<file path="src/rtl/rx_frame_ctrl.sv">
// rx_frame_ctrl: hunts sync word, reads length, gates payload bits to the descrambler, times out and counts frames
// ports: clk, rst (sync, active high); i_enable, i_bit_valid, i_bit_data from the demodulator;
//   o_sync_valid, o_sync_data, o_sync_valid_pulse, o_rx_end_pulse to the descrambler;
//   o_frame_len, o_busy, o_frame_err, o_frame_cnt as frame status
module rx_frame_ctrl #(
  parameter logic [15:0] SYNC_WORD = 16'hEB90,
  parameter int MAX_ERR = 1,
  parameter int TIMEOUT = 4096
) (
  input  logic        clk,
  input  logic        rst,
  input  logic        i_enable,
  input  logic        i_bit_valid,
  input  logic        i_bit_data,
  output logic        o_sync_valid,
  output logic        o_sync_data,
  output logic        o_sync_valid_pulse,
  output logic        o_rx_end_pulse,
  output logic [7:0]  o_frame_len,
  output logic        o_busy,
  output logic        o_frame_err,
  output logic [15:0] o_frame_cnt
);
  localparam int IW = $clog2(TIMEOUT + 1);
  typedef enum logic [1:0] {SEARCH, HEADER, PAYLOAD} state_t;
  state_t state, state_n;
  logic [15:0] window, window_n;
  logic [4:0] fill, fill_n;
  logic [7:0] len_sr, len_n;
  logic [2:0] hcnt;
  logic [10:0] pcnt;
  logic [IW-1:0] idle;
  logic end_pend, tmo, abort, go, match, hdr_done, last;
  logic sync_valid_n, sync_pulse_n, end_n, err_n;
  // event decode; abort (disable or timeout) outranks any bit arriving the same clk
  always_comb begin
    window_n = {window[14:0], i_bit_data};
    fill_n = (fill == 5'd16) ? fill : fill + 5'd1;
    len_n = {len_sr[6:0], i_bit_data};
    tmo = i_enable && state != SEARCH && idle == IW'(TIMEOUT - 1);
    abort = !i_enable || tmo;
    go = i_bit_valid && !abort;
    match = go && state == SEARCH && fill_n == 5'd16 && $countones(window_n ^ SYNC_WORD) <= MAX_ERR;
    hdr_done = go && state == HEADER && hcnt == 3'd7;
    last = go && state == PAYLOAD && pcnt == 11'd1;
  end
  always_ff @(posedge clk) state <= rst ? SEARCH : state_n;
  always_comb begin
    state_n = abort ? SEARCH : match ? HEADER : hdr_done ? (|len_n ? PAYLOAD : SEARCH) : last ? SEARCH : state;
  end
  always_comb begin
    sync_valid_n = go && state == PAYLOAD;
    sync_pulse_n = hdr_done && |len_n;
    end_n = end_pend || (abort && state == PAYLOAD);
    err_n = (abort && state != SEARCH) || (hdr_done && !(|len_n));
  end
  // end_pend delays the normal end pulse one clk so it never overlaps the last strobe
  always_ff @(posedge clk) begin
    if (rst) begin
      window <= '0;
      fill <= '0;
      len_sr <= '0;
      hcnt <= '0;
      pcnt <= '0;
      idle <= '0;
      end_pend <= 1'b0;
      o_sync_valid <= 1'b0;
      o_sync_data <= 1'b0;
      o_sync_valid_pulse <= 1'b0;
      o_rx_end_pulse <= 1'b0;
      o_frame_len <= '0;
      o_busy <= 1'b0;
      o_frame_err <= 1'b0;
      o_frame_cnt <= '0;
    end else begin
      window <= (go && state == SEARCH) ? window_n : window;
      fill <= (state != SEARCH || !i_enable) ? 5'd0 : go ? fill_n : fill;
      len_sr <= (go && state == HEADER) ? len_n : len_sr;
      hcnt <= (state != HEADER) ? 3'd0 : go ? hcnt + 3'd1 : hcnt;
      pcnt <= hdr_done ? {len_n, 3'b000} : (go && state == PAYLOAD) ? pcnt - 11'd1 : pcnt;
      idle <= i_bit_valid ? '0 : idle + IW'(1);
      end_pend <= last;
      o_sync_valid <= sync_valid_n;
      o_sync_data <= sync_valid_n && i_bit_data;
      o_sync_valid_pulse <= sync_pulse_n;
      o_rx_end_pulse <= end_n;
      o_frame_len <= sync_pulse_n ? len_n : o_frame_len;
      o_busy <= state_n != SEARCH;
      o_frame_err <= err_n;
      o_frame_cnt <= o_frame_cnt + {15'd0, last};
    end
  end
endmodule

</file>
<file path="config.mk">
export PLATFORM = sky130hd
export DESIGN_NAME = rx_frame_ctrl
export DESIGN_NICKNAME = d
export VERILOG_FILES = /design/src/rtl/rx_frame_ctrl.sv
export SDC_FILE = /design/constraint.sdc
export NUM_CORES = 1
export LEC_CHECK = 0
export CAP_MARGIN = 5
export CORE_ASPECT_RATIO = 1.75
export CORE_MARGIN = 4
export CORE_UTILIZATION = 50
export CTS_BUF_LIST = sky130_fd_sc_hd__clkbuf_4 sky130_fd_sc_hd__clkbuf_8 sky130_fd_sc_hd__clkbuf_16
export CTS_CLUSTER_DIAMETER = 200
export CTS_CLUSTER_SIZE = 8
export DETAILED_ROUTE_END_ITERATION = 8
export PLACE_DENSITY_LB_ADDON = 0.15
export SYNTH_ARGS = -nofsm -noshare
export SYNTH_HDL_FRONTEND = slang
export SYNTH_SLANG_ARGS = --single-unit
</file>
<file path="constraint.sdc">
create_clock -name clk -period 5.3 [get_ports clk]
set_input_delay 1.325 -clock clk [delete_from_list [all_inputs] [get_ports clk]]
set_output_delay 1.325 -clock clk [all_outputs]
set_load 0.05 [all_outputs]
</file>
==> metrics, run 1 <==
status finished clean; global-route wire length before repair 15.58 mm; drt initial violations 133; count of hold-fix buffers inserted at cts 0; max_slew headroom 46.16%; most frequent cell after synthesis dfxtp_1; Setup CP Type in2reg; met2 GRT Util 34.07%; Async SR Flop Fraction 0%; clock sink count 87; Final Setup Violations 0; Routability Congestion 0.7968; CP Capture Type flop; Total GRT Usage 19.44%; Layout Skew 0.006124 ns; number of global-route vias before repair 3,393; worst vdd ir 0.2003 mV; P&R area growth vs syn 16.77%; core area 0.008016 sq mm; via count 3,367; Worst Path Arrival 5.43 ns; CTS Buf Count 9; Post-layout nets 536; Layout fillers 701; top cell type's share of synthesized area 41.83%; unrepaired setup endpoints after global routing false; Clock Latency Late Sink 0.34 ns; initial core utilization 51.94%; Period minus WS final 5.154 ns; PD cells 280.0 mW/mm^2; syn nets 508; CP peak stage delay 0.58 ns; final hold violations 0; Global Route met1 Usage 22.24%; antenna cell count 0; Worst setup SP type primary input; drc violations 0; Avg Inst Size Synth 8.693 sq um; clk slew on worst S/H paths 0.06 ns; synth cell count leaders dfxtp_1 (87), nor2_1 (59), nand2_1 (54); CP top delay family adder cells; Port Buffers 34; total power 1.362 mW; Die Area 0.009910 sq mm; Synth area leader dfxtp_1; FMAX 194.0 MHz; CTS root buf clkbuf_16; initial antenna violation count 0; routing usage on met3 3.641%; die height 128.7 um; total stage count of the critical path 13; H-tree depth 3; Die X 76.99 um; worst hold stages 2; R2R cell count 14; CP required 5.57 ns; Final Max Tran Viols 0; largest net degree at the start of global routing 36; Pre-Repair DR Iteration Count 4; slowest cell on the critical path fa_1; number of synthesis warnings 0; Core Util, Final 60.65%; crit-path most repeated cell fa_1; post-synth cell types 51; worst path cell trace clkdlybuf4s50_1 > fa_1 > fa_1 > fa_1 > inv_1 > fa_1 > inv_1 > ha_1 > fa_1 > nor4_1 > o211ai_1 > or4_4 > a21oi_1; fin crit share 97.24%; GRT Residual Overflow 0; number of flops mapped to enable cells by yosys 0; sequential area share after synthesis 41.83%; post-synthesis cell count 479; CTS tree built; overall routed net length 8.894 mm; Buf/Inv on CP 3; flops & latches, synth 87; grt peak-use layer met2; Synth area leaders dfxtp_1 (42%), nor2_1 (5.3%), nand2_1 (4.9%); ratio of cells with drive above 1 in the final layout 6.055%; Final ANT Viol Nets 0; routed vias/inst 5.593; Avg WL per Cell 14.77 um; number of max-cap violations 0; predominant post-synthesis flop cell dfxtp_1; Fin Hold WS 0.4498 ns; Top Ports 35; Slew @ Worst Pin 0.8010 ns; post-detail-place hpwl 6.529 mm; Hold/Removal Path Class reg2reg; num rows 43; CTS max path bufs 2; Pleak 1.735 nW; crit-path max FO 2; Netlist Area Pre-Place 0.004164 sq mm
==> power by group <==
| group | internal (mW) | switching, mW | leakage (nW) |
|---|---|---|---|
| Combinational | 0.0113 | 0.0295 | 0.882 |
| Clock | 0.416 | 0.248 | 0.152 |
| Sequential | 0.655 | 0.00166 | 0.701 |
| Total | 1.08 | 0.279 | 1.74 |
==> cell type report <==
cell class              instances  area [sq um]  share of cell area (%)
multi-input cells             335          2193                   45.11
flip-flops and latches         87          1742                   35.82
clock inverters                 6         85.08                   1.750
inverters                      37         138.9                   2.856
clock buffers                  10         232.7                   4.786
well taps                      90         112.6                   2.316
repair buffers                 37         357.8                   7.360
==> stage by stage <==
stage	setup TNS [ns]	std cells	setup slack, ns	area, sq um
2_1_floorplan	0	479	0.3578	4164
3_3_place_gp	-0.4637	586	-0.2396	4541
3_5_place_dp	-0.6462	586	-0.3317	4541
4_1_cts	0	602	0.01026	4858
5_1_grt	0	602	0.01157	4862
6_report	0	602	0.1463	4862
==> kinds of logic after synthesis <==
| kind of cell | share of synthesized area, % |
|---|---|
| AO/OA/AOI/OAI | 11.21 |
| multiplexers | 3.125 |
| XOR/XNOR | 5.469 |
| adder cells (fa/ha/maj) | 9.014 |
| buffers and inverters | 5.589 |
| flip-flops | 41.83 |
| AND/OR/NAND/NOR | 23.77 |
==> timing repair <==
item,4_1_cts,5_1_grt
setup endpoints to repair,0,2
setup buffers,0,0
gates resized for setup,0,1
==> worst paths after layout <==
| path | start | to | slack (ns) |
|---|---|---|---|
| hold / removal | end_pend | o_rx_end_pulse | 0.45 |
| hold reg to reg | end_pend | o_rx_end_pulse | 0.45 |
| setup reg to reg | window[5] | state[0] | 1.14 |
| setup / recovery | i_bit_data | state[0] | 0.15 |
==> sequential cells by signal, indices dropped and copies added (netlist names) <==
| name | count |
|---|---|
| end_pend | 1 |
| fill | 5 |
| hcnt | 3 |
| idle | 13 |
| len_sr | 7 |
| o_busy | 1 |
| o_frame_cnt | 16 |
| o_frame_err | 1 |
| o_frame_len | 8 |
| o_rx_end_pulse | 1 |
| o_sync_data | 1 |
| o_sync_valid | 1 |
| o_sync_valid_pulse | 1 |
| pcnt | 11 |
| state | 2 |
| window | 15 |
==> layer usage <==
layer,up-vias,routed length (um)
met2,70,4682
met5,-,0
li1,1694,-
met3,20,318
met1,1583,3652
met4,0,240
==> worst register-to-register path, delay by kind of cell (launching register included) <==
| family | cells | cell delay, ns |
|---|---|---|
| AND/OR/NAND/NOR | 2 | 0.62 |
| buffers and inverters | 4 | 0.22 |
| adder cells (fa/ha/maj) | 6 | 2.63 |
| AO/OA/AOI/OAI | 2 | 0.28 |
| flip-flops | 1 | 0.35 |
==> cells in the final DEF (no fill, tap or decap), drive strengths merged, types with 2 or more instances in the layout <==
cell type	Yosys	routed
nand2	54	54
dfxtp	87	87
o31ai	4	4
a32o	2	2
a32oi	4	4
nor3	11	11
o22ai	2	2
a31oi	4	4
nand3b	2	2
or3	8	8
o211ai	2	2
xor2	13	13
inv	37	37
mux2i	13	13
fa	10	10
nor2	60	60
and3	5	5
nand4	8	8
nand3	20	20
bufinv	0	2
buf	5	4
and4	6	6
clkbuf	15	10
or4	2	2
ha	14	14
and4b	4	4
a22oi	6	6
and2	2	2
xnor2	13	13
or2	2	2
nor2b	3	3
nor4	6	6
clkinvlp	0	2
clkinv	0	2
clkdlybuf4s50	0	33
a21oi	36	36
o21ai	11	11
(Power assumes the default switching activity.)
==> run 2, diff against run 1 <==
CORE_UTILIZATION = 40   (was 50)
==> metrics, run 2 (same netlist as run 1, synthesis figures left out) <==
Avg WL per Cell 14.05 um; max reg flops 16; Hold/Removal Path Class reg2reg; via count 3,362; crit-path most repeated cell fa_1; CTS max path bufs 2; Final Setup Violations 0; routed vias/inst 5.261; Net Sw Power 275.5 uW; setup tns final 0 ns; number of max-cap violations 0; unrepaired setup endpoints after global routing false; clock sink count 87; most flop-heavy register o_frame_cnt; highest-count cells in the layout ignoring fill and taps dfxtp_1 (87), nor2_1 (59), nand2_1 (54); worst path cell trace dlymetal6s2s_1 > fa_1 > fa_1 > fa_1 > inv_1 > fa_1 > inv_1 > ha_1 > fa_1 > nor4_1 > o211ai_1 > or4_4 > a21oi_2; CP required 5.57 ns; Port Buffers 34; Final ANT Viol Nets 0; PD cells 282.1 mW/mm^2; internal power 1.115 mW; Final Max Tran Viols 0; number of global-route vias before repair 3,301; CP peak stage delay 0.56 ns; worst vdd ir 0.2566 mV; max_slew headroom 48.16%; final worst slack 0.3234 ns; Pleak 1.759 nW; Post-Place Cells 623; drt initial violations 209; crit-path max FO 2; P&R area growth vs syn 18.39%; clock power share 49.8%; sw frac 19.81%; Worst Path Arrival 5.24 ns; Period minus WS final 4.977 ns; Combinational Power Share 3.0%; Worst setup SP type primary input; final hold violations 0; largest net degree at the start of global routing 64; slowest cell on the critical path fa_1; Fin Hold WS 0.4615 ns; Top Ports 35; Layout Skew 0.005089 ns; CP Capture Type flop; overall routed net length 8.975 mm; Routability Congestion 0.8166; clk slew on worst S/H paths 0.06 ns; Seq pwr share 47.2%; drc violations 0; Pre-Repair DR Iteration Count 5; setup slack at placement -0.3240 ns; H-tree depth 3; Die Area 0.01217 sq mm; die height 143.0 um; antenna cell count 0; CP top delay family adder cells; Clock Latency Late Sink 0.33 ns; Post-CTS Setup Bufs 0; status finished clean; CTS root buf clkbuf_16; CTS Buf Count 9; num rows 49; R2R setup slack 1.03 ns; GRT Residual Overflow 0; Slew @ Worst Pin 0.7712 ns; initial core utilization 40.67%; fin crit share 93.90%; Post-layout nets 536; Setup CP Type in2reg; most common cell after layout, fill and taps aside dfxtp_1; Die X 85.13 um; count of hold-fix buffers inserted at cts 0; Total GRT Usage 15.67%; post-detail-place hpwl 6.487 mm; non-filler cells, final 639; ratio of cells with drive above 1 in the final layout 6.250%; core area 0.01024 sq mm; Buf/Inv on CP 3; CTS tree built; Largest regs o_frame_cnt (16), window (15), idle (13); initial antenna violation count 0; FMAX 200.9 MHz; global-route wire length before repair 15.55 mm
[run 2: cell count changes in the layout (fill, tap and decap cells not counted)]
| cell | before | now |
|---|---|---|
| clkbuf_4 | 1 | 2 |
| dlymetal6s2s_1 | 0 | 1 |
| clkdlybuf4s50_1 | 33 | 32 |
| clkinvlp_4 | 2 | 0 |
| a21oi_2 | 0 | 1 |
| a21oi_1 | 36 | 35 |
| clkinv_2 | 2 | 1 |
| clkbuf_8 | 0 | 2 |
[run 2: worst paths after layout]
path / startpoint / endpoint / depth (start not counted)
max reg2reg: window[5] / state[0] / 14
min: idle[0] / idle[0] / 1
max: i_bit_data / state[0] / 13
min reg2reg: idle[0] / idle[0] / 1
[run 2: final cells by class]
cell class	count	area, sq um
Fill cell	996	5309
Multi-Input combinational cell	335	2197
Sequential cell	87	1742
Timing Repair Buffer	37	360.3
Clock buffer	13	267.8
Tap cell	127	158.9
Inverter	37	138.9
Clock inverter	3	65.06
[run 2: power groups by stage]
stage / combinational (mW) / clock [mW] / sequential, mW
finish: 0.0414 / 0.692 / 0.657
global route: 0.0466 / 0.737 / 0.657
CTS: 0.0420 / 0.710 / 0.657
detailed placement: 0.0418 / 0 / 0.672
global placement: 0.0414 / 0 / 0.672
floorplan: 0.0294 / 0 / 0.671
[run 2: timing repair]
action                     CTS  global route
setup endpoints to repair    1             2
gates resized for setup      0             3
pin swaps                    2             1
[run 2: stage by stage]
stage	cell area [sq um]	utilization, %	power (mW)
6_report	4930	48.15	1.391
5_1_grt	4930	48.15	1.440
4_1_cts	4920	48.05	1.409
3_5_place_dp	4587	44.80	0.7135
3_3_place_gp	4587	44.80	0.7130
2_1_floorplan	4164	-	0.7006
[run 2: metal layers]
layer / wire length (um) / track usage (%)
met1: 3915 / 18.73
met2: 4692 / 27.62
met3: 231 / 3.464
met4: 136 / 5.088
met5: 0 / 0
